$ cat config.mk
export PLATFORM = sky130hd
export DESIGN_NAME = nes_controller_ports
export DESIGN_NICKNAME = d
export VERILOG_FILES = /design/src/rtl/nes_controller_ports.sv
export SDC_FILE = /design/constraint.sdc
export NUM_CORES = 1
export LEC_CHECK = 0
export ABC_AREA = 1
export CAP_MARGIN = 5
export CORE_MARGIN = 1.5
export CORE_UTILIZATION = 45
export DETAILED_ROUTE_END_ITERATION = 8
export DONT_BUFFER_PORTS = 1
export SLEW_MARGIN = 20
export SYNTH_ARGS = -nofsm -noshare
export SYNTH_HDL_FRONTEND = slang
export SYNTH_SLANG_ARGS = --single-unit
$ cat constraint.sdc
create_clock -name clk -period 2.2 [get_ports clk]
set_input_delay 0.33 -clock clk [delete_from_list [all_inputs] [get_ports clk]]
set_output_delay 0.33 -clock clk [all_outputs]
set_load 0.02 [all_outputs]
$ cat src/rtl/nes_controller_ports.sv
// NES controller ports on the CPU bus at $4016+p: per-port shadow keycodes, a strobe
// latch, and per-port shift registers serialised one bit per CPU read.
//
// Ports:
//   clk, reset      - system clock, async active-high reset
//   wren, data_in   - CPU write to $4016; data_in[0] sets the strobe latch
//   rden, port_sel  - CPU read of port port_sel; data_out valid in the same cycle
//   open_bus        - last CPU bus value, drives data_out[7:5]
//   keycode_*       - NIOS shadow keycode write (bit 0 = A, read first)
//   data_out        - {open_bus[7:5], 4'b0000, serial_bit}
//   strobe          - current strobe latch
//   read_count      - per-port 5-bit saturating read counters, port p at [p*5 +: 5]
module nes_controller_ports #(
    parameter int   NUM_PORTS = 2,
    parameter int   BITS      = 8,
    parameter logic FILL      = 1'b1,
    parameter int   PSEL_W    = 1
) (
    input  logic                   clk,
    input  logic                   reset,
    input  logic                   wren,
    input  logic                   rden,
    input  logic [PSEL_W-1:0]      port_sel,
    input  logic [7:0]             data_in,
    input  logic [7:0]             open_bus,
    input  logic                   keycode_we,
    input  logic [PSEL_W-1:0]      keycode_port,
    input  logic [BITS-1:0]        keycode_data,
    output logic [7:0]             data_out,
    output logic                   strobe,
    output logic [NUM_PORTS*5-1:0] read_count
);

    logic [BITS-1:0] shadow [NUM_PORTS];
    logic [BITS-1:0] shift  [NUM_PORTS];
    logic [4:0]      cnt    [NUM_PORTS];
    logic            strobe_next;
    logic            serial_bit;
    logic            unused_bits;

    // A write in this cycle overrides the latch for load/shift decisions.
    assign strobe_next = wren ? data_in[0] : strobe;

    always_ff @(posedge clk or posedge reset) begin
        if (reset) begin
            strobe <= 1'b0;
            for (int p = 0; p < NUM_PORTS; p++) begin
                shadow[p] <= '0;
                shift[p]  <= '0;
                cnt[p]    <= '0;
            end
        end else begin
            if (wren)
                strobe <= data_in[0];
            for (int p = 0; p < NUM_PORTS; p++) begin
                // Out-of-range indices match no port and are dropped.
                if (keycode_we && keycode_port == PSEL_W'(p))
                    shadow[p] <= keycode_data;
                // Load samples the pre-write shadow (non-blocking read).
                if (strobe_next) begin
                    shift[p] <= shadow[p];
                    cnt[p]   <= '0;
                end else if (rden && port_sel == PSEL_W'(p)) begin
                    shift[p] <= BITS'({FILL, shift[p]} >> 1);
                    if (cnt[p] != 5'd31)
                        cnt[p] <= cnt[p] + 5'd1;
                end
            end
        end
    end

    // While strobe is high the A button is seen live from the shadow.
    always_comb begin
        serial_bit = 1'b0;
        for (int p = 0; p < NUM_PORTS; p++) begin
            if (port_sel == PSEL_W'(p))
                serial_bit = strobe ? shadow[p][0] : shift[p][0];
        end
    end

    assign data_out = {open_bus[7:5], 4'b0000, serial_bit};

    for (genvar g = 0; g < NUM_PORTS; g++) begin : g_cnt
        assign read_count[g*5 +: 5] = cnt[g];
    end

    assign unused_bits = ^{data_in[7:1], open_bus[4:0]};

endmodule
======== Word level (Yosys, flattened, before mapping) ========
Cells that the tools add are included.
word-level totals
  register bits ........................... 43
  output and inout port bits .............. 19
  logic and storage cells ................. 37
cells by class
  add/subtract/negate cells ............... 2
  eq/ne operators ......................... 2
  multiplexer cells ....................... 14
  bitwise gates (word level) .............. 2
  reductions and logical operators ........ 10
operators with widths
  operator                                                       number
  8-bit 2-to-1 mux                                               4
  5-bit 2-to-1 mux                                               6
  5-bit by 1-bit adder with 5-bit output, second input constant  2
  5-bit != test, second input constant                           2
  2-bit nonzero test                                             4
  1-bit logical AND                                              4
  1-bit 2-to-1 mux                                               4
  2-bit AND reduction                                            2
  1-bit inverter                                                 2

======== Depth between registers and ports, before layout ========
Gate-level depths: netlist of the first run.
  depth in word-level cells ............... 4
  mapped depth ............................ 8
  mapped depth without buffers ............ 8

======== Worst setup path after synthesis of the first run ========
OpenSTA, ideal clock, no wires.
  kind .................................... flip-flop to flip-flop
  from .................................... register cnt, in the netlist read_count[5]
  to ...................................... register cnt, in the netlist read_count[5]
  setup time .............................. 0.120 ns
  data arrival time ....................... 1.480 ns
  required time ........................... 2.080 ns
  slack ................................... 0.599 ns
  cell stages (with the launch flop) ...... 7
  path buffers ............................ 0
  cell sequence ........................... dfrtp_1 > ha_1 > and3_1 > ha_1 > nor2_8 > nand2_1 > nor3b_2
on the way
  longest elaborated chain between the ends .. 4
  elaborated cells on any way between the ends .. 7
RTL lines
  item                                    line  text
  start: declaration                      36    logic [4:0] cnt [NUM_PORTS];
  start signal: indexed assignment        66    cnt[p] <= cnt[p] + 5'd1;
  5-bit by 1-bit adder with 5-bit output  66
  5-bit 2-to-1 mux                        65    if (cnt[p] != 5'd31)
  5-bit 2-to-1 mux                        63    end else if (rden && port_sel == PSEL_W'(p)) begin
  5-bit 2-to-1 mux                        60    if (strobe_next) begin
Parallel ways exist; a longest one is shown, timed or not. The select of a mux whose other input is x is not followed.
A chain may end at the register's enable or synchronous reset.

======== Worst setup path after layout of the first run ========
  from .................................... register strobe
  to ...................................... output data_out[0]
on the way
  longest elaborated chain between the ends .. 2
  elaborated cells on any way between the ends .. 3
RTL lines
  item                      line  text
  start: declaration        30    output logic strobe,
  start signal: assignment  54    strobe <= data_in[0];
  1-bit 2-to-1 mux          77    serial_bit = strobe ? shadow[p][0] : shift[p][0];
  1-bit 2-to-1 mux *        76    if (port_sel == PSEL_W'(p))
  end: declaration          29    output logic [7:0] data_out,
Mark *: on every way between the ends. The rest lies on a longest branch, timed or not.

==> results of run 1 <==
[critical path, stage by stage, from the launching register on]
cell and delay (ns):
dfrtp_1 0.50, inv_1 0.15, o21ai_0 0.08, o22ai_1 0.41
[layer usage]
metal | vias to the layer above | wire (um) | global-route usage, %
met2 | 47 | 1730 | 26.0
met3 | 4 | 280 | 6.47
met1 | 670 | 1770 | 22.4
met4 | 0 | 48 | 6.50
li1 | 758 | - | -
met5 | - | 0 | 0
[cells in the mapped netlist, drive strengths merged]
library cell	instances	share of area [%]
nand3	28	6.6
a21oi	5	1.2
o22ai	1	0.30
inv	23	4.4
o21ai	22	5.2
and3	2	0.59
conb	1	0.18
o21bai	2	0.71
nor2	25	7.0
dfrtp	43	51
o211ai	1	0.36
nand2	70	14
buf	14	5.3
ha	4	2.4
xnor2	1	0.41
nor3b	1	0.59
[cells by family (layout without fill, tap and decap cells)]
| kind of cell | Yosys count | in the layout | share of synthesized area [%] |
|---|---|---|---|
| flops | 43 | 43 | 50.9 |
| buf+inv | 37 | 32 | 9.72 |
| compound gates | 31 | 31 | 7.76 |
| xor+xnor | 1 | 1 | 0.415 |
| other cells | 1 | 4 | 0.178 |
| simple gates | 126 | 126 | 28.6 |
| fa+ha+maj | 4 | 4 | 2.37 |
[flip-flops by register name, indices dropped and copies added, names as in the netlist]
name        flops
shadow         16
shift          16
read_count     10
strobe          1
[path summary, 6_finish.rpt]
check                           endpoint  slack [ns]  cells after the start
setup / recovery             data_out[0]        0.44                      3
min in group clk              shadow[12]        0.19                      2
setup reg to reg           read_count[5]        0.49                      6
hold / removal             read_count[0]        0.06                      2
hold reg to reg                 shift[5]        0.49                      2
max in group asynchronous  read_count[6]        1.76                      2
[report_power, final]
group / total (mW) / internal (mW) / leakage, nW / switching [mW]
Combinational: 0.245 / 0.0844 / 0.503 / 0.161
Clock: 0.558 / 0.287 / 0.0515 / 0.271
Sequential: 0.976 / 0.894 / 0.546 / 0.0821
Total: 1.78 / 1.27 / 1.10 / 0.514
[metrics by stage]
stage / area [um^2] / util (%) / worst slack, ns / std cells / total power [mW]
global route: 2180 / 49.2 / 0.347 / 293 / 1.89
detailed placement: 2080 / 46.9 / 0.495 / 285 / 1.24
finish: 2180 / 49.2 / 0.438 / 293 / 1.78
CTS: 2180 / 49.2 / 0.420 / 293 / 1.80
global placement: 2080 / 46.9 / 0.510 / 285 / 1.23
floorplan: 2120 / - / 0.599 / 246 / 1.21
[cell type report]
class,instances,share of cell area [%]
Inverter,23,4.30
Sequential cell,43,49.3
Clock buffer,8,4.58
Timing Repair Buffer,1,0.344
Tap cell,52,2.98
Multi-Input combinational cell,166,38.5
==> results.rst, run 1 <==
.. list-table::
   :header-rows: 1

   * - Metric
     - Value
   * - Register Area
     - ~1100 um^2
   * - Clock Tree Root
     - clkbuf_8
   * - Fraction of final layout cells sized beyond drive strength 1
     - a little under a tenth
   * - Filler cell count
     - ~460
   * - Worst R2R Start
     - read_count[5]
   * - Commonest cells after routing, fill and taps aside
     - nand2_1 (65), dfrtp_1 (43), nand3_1 (28)
   * - Endpoint type of the worst setup path
     - primary output
   * - Setup TNS
     - 0 ns
   * - Post-CTS Hold Fix Bufs
     - 0
   * - Launching instance or port of the critical path
     - strobe
   * - Drt total wl
     - ~3800 um
   * - Cell count after synthesis
     - around 240
   * - Clock insertion delay at the later pin of the skew report
     - 0.30 ns
   * - Kind of launch point of the worst setup path
     - flip-flop
   * - Share of the yosys chip area belonging to registers
     - 50.9%
   * - H-Tree Depth
     - 2
   * - Setup bufs post-CTS
     - 0
   * - Path class of the lowest-slack min-delay path
     - primary input to async pin
   * - Cell variety after synth
     - 27
   * - Maximum number of pins on one net before global-route repair
     - 44
   * - Area growth from synthesis to layout
     - 3.44%
   * - Final critical path time including I/O delays and setup
     - around 1.8 ns
   * - Yosys warns
     - 0
   * - Tightest hold margin
     - 0.0559 ns
   * - Weighted congestion at the end of routability-driven global placement
     - about 0.74
   * - Routed vias/inst
     - a little over 5
   * - Reported leakage power
     - approximately 1.1 nW
   * - Die Footprint
     - slightly above 5000 um^2
   * - Most common cell after layout, fill and taps aside
     - nand2_1
   * - CORE AREA
     - roughly 4400 um^2
   * - Clock Skew
     - ~0.0016 ns
   * - Final net count
     - 275
   * - Congestion Overflow GR
     - 0
   * - Mean area per synthesized cell
     - about 8.7 um^2
   * - Effective utilization at floorplan
     - a little under half
   * - Diodes inserted
     - 0
   * - TritonCTS clock tree
     - done
   * - Initial antenna violation count
     - 0
   * - Worst Path Arrival
     - between 1 and 1.5 ns
   * - Wire length per cell
     - 13.1 um
   * - Critical path type
     - flip-flop to primary output
   * - Row Count
     - 24
   * - Max-slew headroom
     - a little over three fifths
   * - Number of DRC markers after the initial detailed-route iteration
     - 77
   * - Clock transition at the register clock pins on the worst setup and hold paths after CTS
     - 0.08 ns
   * - TritonCTS buffer count
     - 5
   * - Status
     - finished, violations left
   * - Max-capacitance violation count
     - 0
   * - Ratio of total power to cell area
     - 815 nW/um^2
   * - Unrepaired setup endpoints after global routing
     - no
   * - DR vias
     - approximately 1500
   * - Total clock sinks
     - 43
   * - Final slew viol count
     - 0
   * - Die Height
     - 71.5 um
   * - Die span in x
     - between 70 and 80 um
   * - Number of nets still failing antenna checks after routing
     - 0
   * - Buffers from clock root to sink, at most
     - 2
   * - Worst IR drop on VDD
     - 355 uV
   * - Count of port buffers added during placement
     - 0
   * - Register bit count reported by yosys
     - 43
   * - Violated checks
     - DRC
   * - Global-route usage over all layers
     - 17.1%
   * - Highest clock rate
     - between 500 and 600 MHz
   * - Via count of the first global-routing pass
     - about 1400
   * - I/O pin count
     - 50
   * - Share of the cycle needed by the critical path after routing
     - roughly four fifths
   * - Post-synthesis instance area
     - 2110 um^2
   * - Top fanout value on the critical path
     - 5
   * - HPWL Detailed
     - ~2500 um
   * - Wire length of the first global-routing pass
     - roughly 6700 um
   * - Required arrival time at the worst endpoint
     - around 1.9 ns
   * - Final hold viol count
     - 0
   * - DRC violations left
     - 5
   * - Detailed Routing Iterations Pass 1
     - 6
   * - Slew @ Worst Pin
     - roughly 0.56 ns
   * - Final setup vio count
     - 0
   * - Count of cells resized by post-cts repair
     - 0
   * - Area occupied by multi-input gates
     - about 840 um^2
No activity file was read; power rests on OpenSTA's default activity.
==> run 2, diff against run 1 <==
Clock period 2.2 ns to 1.6 ns, I/O delays scaled along.
==> results.rst, run 2 (synthesis results as in run 1) <==
.. list-table::
   :header-rows: 1

   * - Metric
     - Value
   * - Total clock sinks
     - 43 (unchanged)
   * - Die Height
     - 71.5 um (unchanged)
   * - Status
     - finished, violations left
   * - Critical path type
     - flip-flop to flip-flop
   * - Clock insertion delay at the later pin of the skew report
     - 0.29 ns (about the same)
   * - Effective utilization at floorplan
     - 47.5% (unchanged)
   * - Clock transition at the register clock pins on the worst setup and hold paths after CTS
     - 0.08 ns (about the same)
   * - DRC violations left
     - 5 (unchanged)
   * - Violated checks
     - DRC
   * - Maximum number of pins on one net before global-route repair
     - 44 (unchanged)
   * - Worst setup slack for register-to-register paths
     - 0.11 ns (-0.38 ns)
   * - Buffers from clock root to sink, at most
     - 2 (unchanged)
   * - DR vias
     - 1524 (+3.0%)
   * - Max-capacitance violation count
     - 0 (unchanged)
   * - Placed Instance Area
     - 2170 um^2 (+4.3%)
   * - Length in cells of the worst reg-to-reg path
     - 6 (unchanged)
   * - Weighted congestion at the end of routability-driven global placement
     - 0.728 (-1.6%)
   * - I/O pin count
     - 50 (unchanged)
   * - Detailed Routing Iterations Pass 1
     - 6 (unchanged)
   * - Top fanout value on the critical path
     - 7 (+2)
   * - TritonCTS clock tree
     - done
   * - H-Tree Depth
     - 2 (unchanged)
   * - Worst slack, placed
     - 0.0437 ns (-0.452 ns)
   * - Path class of the lowest-slack min-delay path
     - primary input to flip-flop
   * - Setup bufs post-CTS
     - 0 (unchanged)
   * - Ratio of total power to cell area
     - 1050 nW/um^2 (+29%)
   * - CP peak stage delay
     - 0.41 ns (-0.09 ns)
   * - Row Count
     - 24 (unchanged)
   * - Endpoint type of the worst setup path
     - flip-flop
   * - Utilization after layout
     - 51.3% (+2.1 points)
   * - Kind of launch point of the worst setup path
     - flip-flop
   * - Final hold viol count
     - 0 (unchanged)
   * - Die Footprint
     - 5110 um^2 (unchanged)
   * - Die span in x
     - 71.5 um (unchanged)
   * - Setup TNS
     - 0 ns (unchanged)
   * - Post-route cell area
     - 2280 um^2 (+4.4%)
   * - Final WS setup
     - 0.108 ns (-0.330 ns)
   * - Drt total wl
     - 3750 um (-2.2%)
   * - Clock Skew
     - 0.00378 ns (+0.00214 ns)
   * - Final critical path time including I/O delays and setup
     - ~1.5 ns
   * - Wire length per cell
     - 12.3 um (-5.7%)
   * - Diodes inserted
     - 0 (unchanged)
   * - Cell count of the worst hold path
     - 2
   * - Most common cell after layout, fill and taps aside
     - nand2_1
   * - Highest clock rate
     - 670 MHz
   * - Cell type of the slowest stage on the worst timing path
     - dfrtp_2
   * - Initial antenna violation count
     - 0 (unchanged)
   * - Capture point of the worst reg-to-reg path
     - read_count[5]
   * - HPWL Detailed
     - 2580 um (+2.3%)
   * - Worst Path Arrival
     - 1.66 ns (+0.23 ns)
   * - Required arrival time at the worst endpoint
     - 1.77 ns (-0.10 ns)
   * - Congestion Overflow GR
     - 0 (unchanged)
   * - TritonCTS buffer count
     - 5 (unchanged)
   * - Count of port buffers added during placement
     - 0 (unchanged)
   * - Routed vias/inst
     - 5.01 (-0.69%)
   * - Critical path, cell by cell
     - ha_1 > and3_1 > ha_2 > nor2_8 > nand2_1 > nor3b_2
   * - Share of the cycle needed by the critical path after routing
     - between 90% and 100%
   * - Global-route usage over all layers
     - 16.4% (-0.69 points)
   * - Overall power consumption
     - 2.39 mW (+35%)
   * - Via count of the first global-routing pass
     - 1468 (+1.5%)
   * - Reported leakage power
     - 1.14 nW (+3.8%)
   * - Area growth from synthesis to layout
     - 7.94%
   * - Worst IR drop on VDD
     - 510 uV (+44%)
   * - Fraction of final layout cells sized beyond drive strength 1
     - 14.7% (+5.6 points)
   * - Clock Tree Root
     - clkbuf_8
   * - Final slew viol count
     - 0 (unchanged)
   * - Unrepaired setup endpoints after global routing
     - no
   * - Final setup vio count
     - 0 (unchanged)
   * - CORE AREA
     - 4440 um^2 (unchanged)
   * - Number of DRC markers after the initial detailed-route iteration
     - 104 (+35%)
   * - Final net count
     - 286 (+4.0%)
   * - Wire length of the first global-routing pass
     - 6570 um (-2.0%)
   * - Source of the worst hold timing path
     - keycode_data[4]
   * - Worst R2R Start
     - read_count[5]
   * - Worst Hold Path EP
     - shadow[12]
   * - Commonest cells after routing, fill and taps aside
     - nand2_1 (65), dfrtp_1 (42), nand3_1 (28)
   * - Number of nets still failing antenna checks after routing
     - 0 (unchanged)
run 2: cell types whose count changed in the layout (fill, tap and decap cells not counted), sizes merged:
| cell | previous run | this run |
|---|---|---|
| clkinvlp | 0 | 2 |
| clkinv | 0 | 1 |
| buf | 1 | 11 |
| dlygate4sd3 | 0 | 1 |
| clkbuf | 8 | 5 |
run 2: report_power, final:
part	switching (mW)	internal, mW
Clock	0.377	0.304
Sequential	0.0793	1.23
Combinational	0.257	0.147
Total	0.713	1.68
run 2: what timing repair did:
action                                 in CTS  in global routing
setup endpoints to repair                   0                  8
resized for setup                           0                  3
hold buffers                                1                  0
endpoints found under the hold margin      43                  0
run 2: metal layers:
metal | share of wire [%] | global-route usage, % | vias up
li1 | - | - | 784
met1 | 49 | 21.5 | 701
met2 | 45 | 26.2 | 35
met3 | 4.9 | 4.36 | 4
met4 | 1.2 | 6.50 | 0
met5 | 0 | 0 | -
run 2: worst max path at each step:
stage | startpoint | end | slack (ns) | cells after the start
after floorplan | read_count[6] | read_count[5] | 0.04 | 6
after global placement | read_count[5] | read_count[5] | 0.05 | 6
after detailed placement | read_count[5] | read_count[5] | 0.04 | 6
after CTS | read_count[5] | read_count[5] | 0.03 | 6
after global routing | read_count[0] | read_count[0] | 0.008 | 8
final | read_count[5] | read_count[5] | 0.11 | 6
run 2: cell type report:
cell class                 instances  area [um^2]
fill                             443         2160
sequential                        43         1080
multi-input combinational        166          850
timing repair buffer              12          105
inverter                          23         93.8
clock buffer                       5         68.8
tap                               52         65.1
clock inverter                     3         20.0
run 2: metrics by stage:
stage | cells | hold WS (ns)
floorplan | 246 | 0.399
global placement | 295 | 0.215
detailed placement | 295 | 0.218
CTS | 304 | 0.0947
global route | 304 | 0.111
finish | 304 | 0.102
run 2: critical path, delay by kind of cell (launching register included):
| kind | cells | cell delay (ns) |
|---|---|---|
| AND/OR/NAND/NOR | 4 | 0.53 |
| adder cells (fa/ha/maj) | 2 | 0.42 |
| flip-flops | 1 | 0.41 |
==> run 3, diff against run 2 <==
Settings changed: CORE_MARGIN 1.5 to 2.
==> results.rst, run 3 (synthesis results as in run 1) <==
.. list-table::
   :header-rows: 1

   * - Metric
     - Value
   * - Status
     - finished clean
   * - I/O pin count
     - 50 (unchanged)
   * - Required arrival time at the worst endpoint
     - 1.76 ns (about the same)
   * - CORE AREA
     - 4440 um^2 (unchanged)
   * - Commonest cells after routing, fill and taps aside
     - nand2_1 (65), dfrtp_1 (42), nand3_1 (28)
   * - Clock Tree Root
     - clkbuf_8
   * - Final critical path time including I/O delays and setup
     - 1.50 ns (+0.00565 ns)
   * - Drt total wl
     - 3780 um (+0.99%)
   * - Fraction of final layout cells sized beyond drive strength 1
     - 14.2% (-0.51 points)
   * - Endpoint type of the worst setup path
     - flip-flop
   * - Share of the cycle needed by the critical path after routing
     - 93.6% (+0.35 points)
   * - Diodes inserted
     - 0 (unchanged)
   * - Area growth from synthesis to layout
     - 8.77%
   * - Filler cell count
     - 443 (unchanged)
   * - Final net count
     - 288 (+0.70%)
   * - Length in cells of the worst reg-to-reg path
     - 6 (unchanged)
   * - Path class of the lowest-slack min-delay path
     - primary input to flip-flop
   * - Global-route usage over all layers
     - 16.3% (-0.10 points)
   * - Setup TNS
     - 0 ns (unchanged)
   * - Final hold viol count
     - 0 (unchanged)
   * - Ratio of total power to cell area
     - 1040 nW/um^2 (-1.4%)
   * - Weighted congestion at the end of routability-driven global placement
     - 0.754 (+3.5%)
   * - Cell count of the worst hold path
     - 2 (unchanged)
   * - Number of nets still failing antenna checks after routing
     - 0 (unchanged)
   * - Reported leakage power
     - 1.16 nW (+1.4%)
   * - TritonCTS buffer count
     - 5 (unchanged)
   * - Worst Path Arrival
     - 1.66 ns (about the same)
   * - Count of buffering cells on the critical path with inverters included
     - 0 (unchanged)
   * - Worst Hold Path EP
     - shadow[4]
   * - Critical path type
     - flip-flop to flip-flop
   * - Utilization after layout
     - 51.7% (+0.39 points)
   * - Effective utilization at floorplan
     - 47.5% (unchanged)
   * - Congestion Overflow GR
     - 0 (unchanged)
   * - CP peak stage delay
     - 0.41 ns (about the same)
   * - Total clock sinks
     - 43 (unchanged)
   * - Die Footprint
     - 5260 um^2 (+2.8%)
   * - Capture point of the worst reg-to-reg path
     - read_count[5]
   * - Final slew viol count
     - 0 (unchanged)
   * - Worst setup slack for register-to-register paths
     - 0.10 ns (about the same)
   * - Count of port buffers added during placement
     - 0 (unchanged)
   * - Worst slack, placed
     - 0.0368 ns (-0.00689 ns)
   * - Final setup vio count
     - 0 (unchanged)
   * - Top fanout value on the critical path
     - 7 (unchanged)
   * - Highest clock rate
     - 668 MHz (-0.38%)
   * - H-Tree Depth
     - 2 (unchanged)
   * - Worst R2R Start
     - read_count[5]
   * - Die Height
     - 72.5 um (+1.4%)
   * - DRC violations left
     - 0 (-5)
   * - Die span in x
     - 72.5 um (+1.4%)
   * - HPWL Detailed
     - 2680 um (+3.6%)
   * - Wire length of the first global-routing pass
     - 6570 um (unchanged)
   * - Clock Skew
     - 0.00320 ns (-0.000584 ns)
   * - Crit-path leading delay family
     - simple AND/OR/NAND/NOR gates
   * - Number of DRC markers after the initial detailed-route iteration
     - 77 (-26%)
   * - Via count of the first global-routing pass
     - 1443 (-1.7%)
   * - Cell type of the slowest stage on the worst timing path
     - dfrtp_2
   * - Maximum number of pins on one net before global-route repair
     - 44 (unchanged)
   * - Row Count
     - 24 (unchanged)
   * - Detailed Routing Iterations Pass 1
     - 4 (-2)
   * - DR vias
     - 1535 (+0.72%)
   * - Critical path, cell by cell
     - ha_1 > and3_1 > ha_2 > nor2_8 > nand2_1 > nor3b_2
   * - Max-capacitance violation count
     - 0 (unchanged)
   * - Worst IR drop on VDD
     - 774 uV (+52%)
   * - Final WS setup
     - 0.102 ns (-0.00565 ns)
   * - Launching instance or port of the critical path
     - read_count[5]
   * - Most common cell after layout, fill and taps aside
     - nand2_1
   * - Initial antenna violation count
     - 0 (unchanged)
   * - Source of the worst hold timing path
     - keycode_data[4]
   * - Clock transition at the register clock pins on the worst setup and hold paths after CTS
     - 0.07 ns (about the same)
   * - Buffers from clock root to sink, at most
     - 2 (unchanged)
   * - Clock insertion delay at the later pin of the skew report
     - 0.29 ns (about the same)
   * - TritonCTS clock tree
     - done
   * - Kind of launch point of the worst setup path
     - flip-flop
   * - Routed vias/inst
     - 5.02 (about the same)
   * - Unrepaired setup endpoints after global routing
     - no
   * - Wire length per cell
     - 12.4 um (+0.33%)
[run 3: where the power goes]
| part | internal (mW) | switching [mW] |
|---|---|---|
| Clock | 0.306 | 0.346 |
| Combinational | 0.158 | 0.258 |
| Sequential | 1.23 | 0.0789 |
| Total | 1.70 | 0.683 |
[run 3: worst max path at each step]
stage / end / slack, ns / cells past startpoint
final: read_count[5] / 0.10 / 6
after global routing: read_count[3] / 0.03 / 7
after CTS: read_count[5] / 0.02 / 6
after detailed placement: read_count[5] / 0.04 / 6
after global placement: read_count[5] / 0.05 / 6
after floorplan: read_count[5] / 0.04 / 6
[run 3: repair_timing]
| action | in CTS | in global routing |
|---|---|---|
| endpoints found under the hold margin | 43 | 0 |
| setup buffers | 0 | 0 |
| endpoints found under the setup margin | 0 | 9 |
| hold buffers | 1 | 0 |
| gates resized for setup | 0 | 2 |
[run 3: through the flow]
stage	area [um^2]	std cells	total power [mW]	hold WS, ns
finish	2300	306	2.38	0.115
global route	2300	306	2.54	0.112
detailed placement	2200	297	1.75	0.220
CTS	2290	306	2.42	0.111
floorplan	2120	246	1.66	0.399
global placement	2200	297	1.74	0.217
[run 3: worst reg2reg max path, cell delays in order, from the launching register on]
cell	delay, ns
dfrtp_2	0.41
ha_1	0.22
and3_1	0.19
ha_2	0.21
nor2_8	0.15
nand2_1	0.05
nor3b_2	0.14
[run 3: area by class of cell]
| cell class | count | area, um^2 | area share (%) |
|---|---|---|---|
| clock inverters | 1 | 5.00 | 0.218 |
| flip-flops and latches | 43 | 1080 | 46.9 |
| clock buffers | 7 | 76.3 | 3.32 |
| multi-input cells | 166 | 847 | 36.9 |
| well taps | 52 | 65.1 | 2.83 |
| repair buffers | 14 | 133 | 5.77 |
| inverters | 23 | 93.8 | 4.08 |
[run 3: routing by layer]
layer	routed length, um	vias to the layer above	GRT usage [%]
li1	-	784	-
met1	1890	710	22.3
met2	1640	36	24.9
met3	195	5	4.86
met4	53	0	5.56
met5	0	-	0
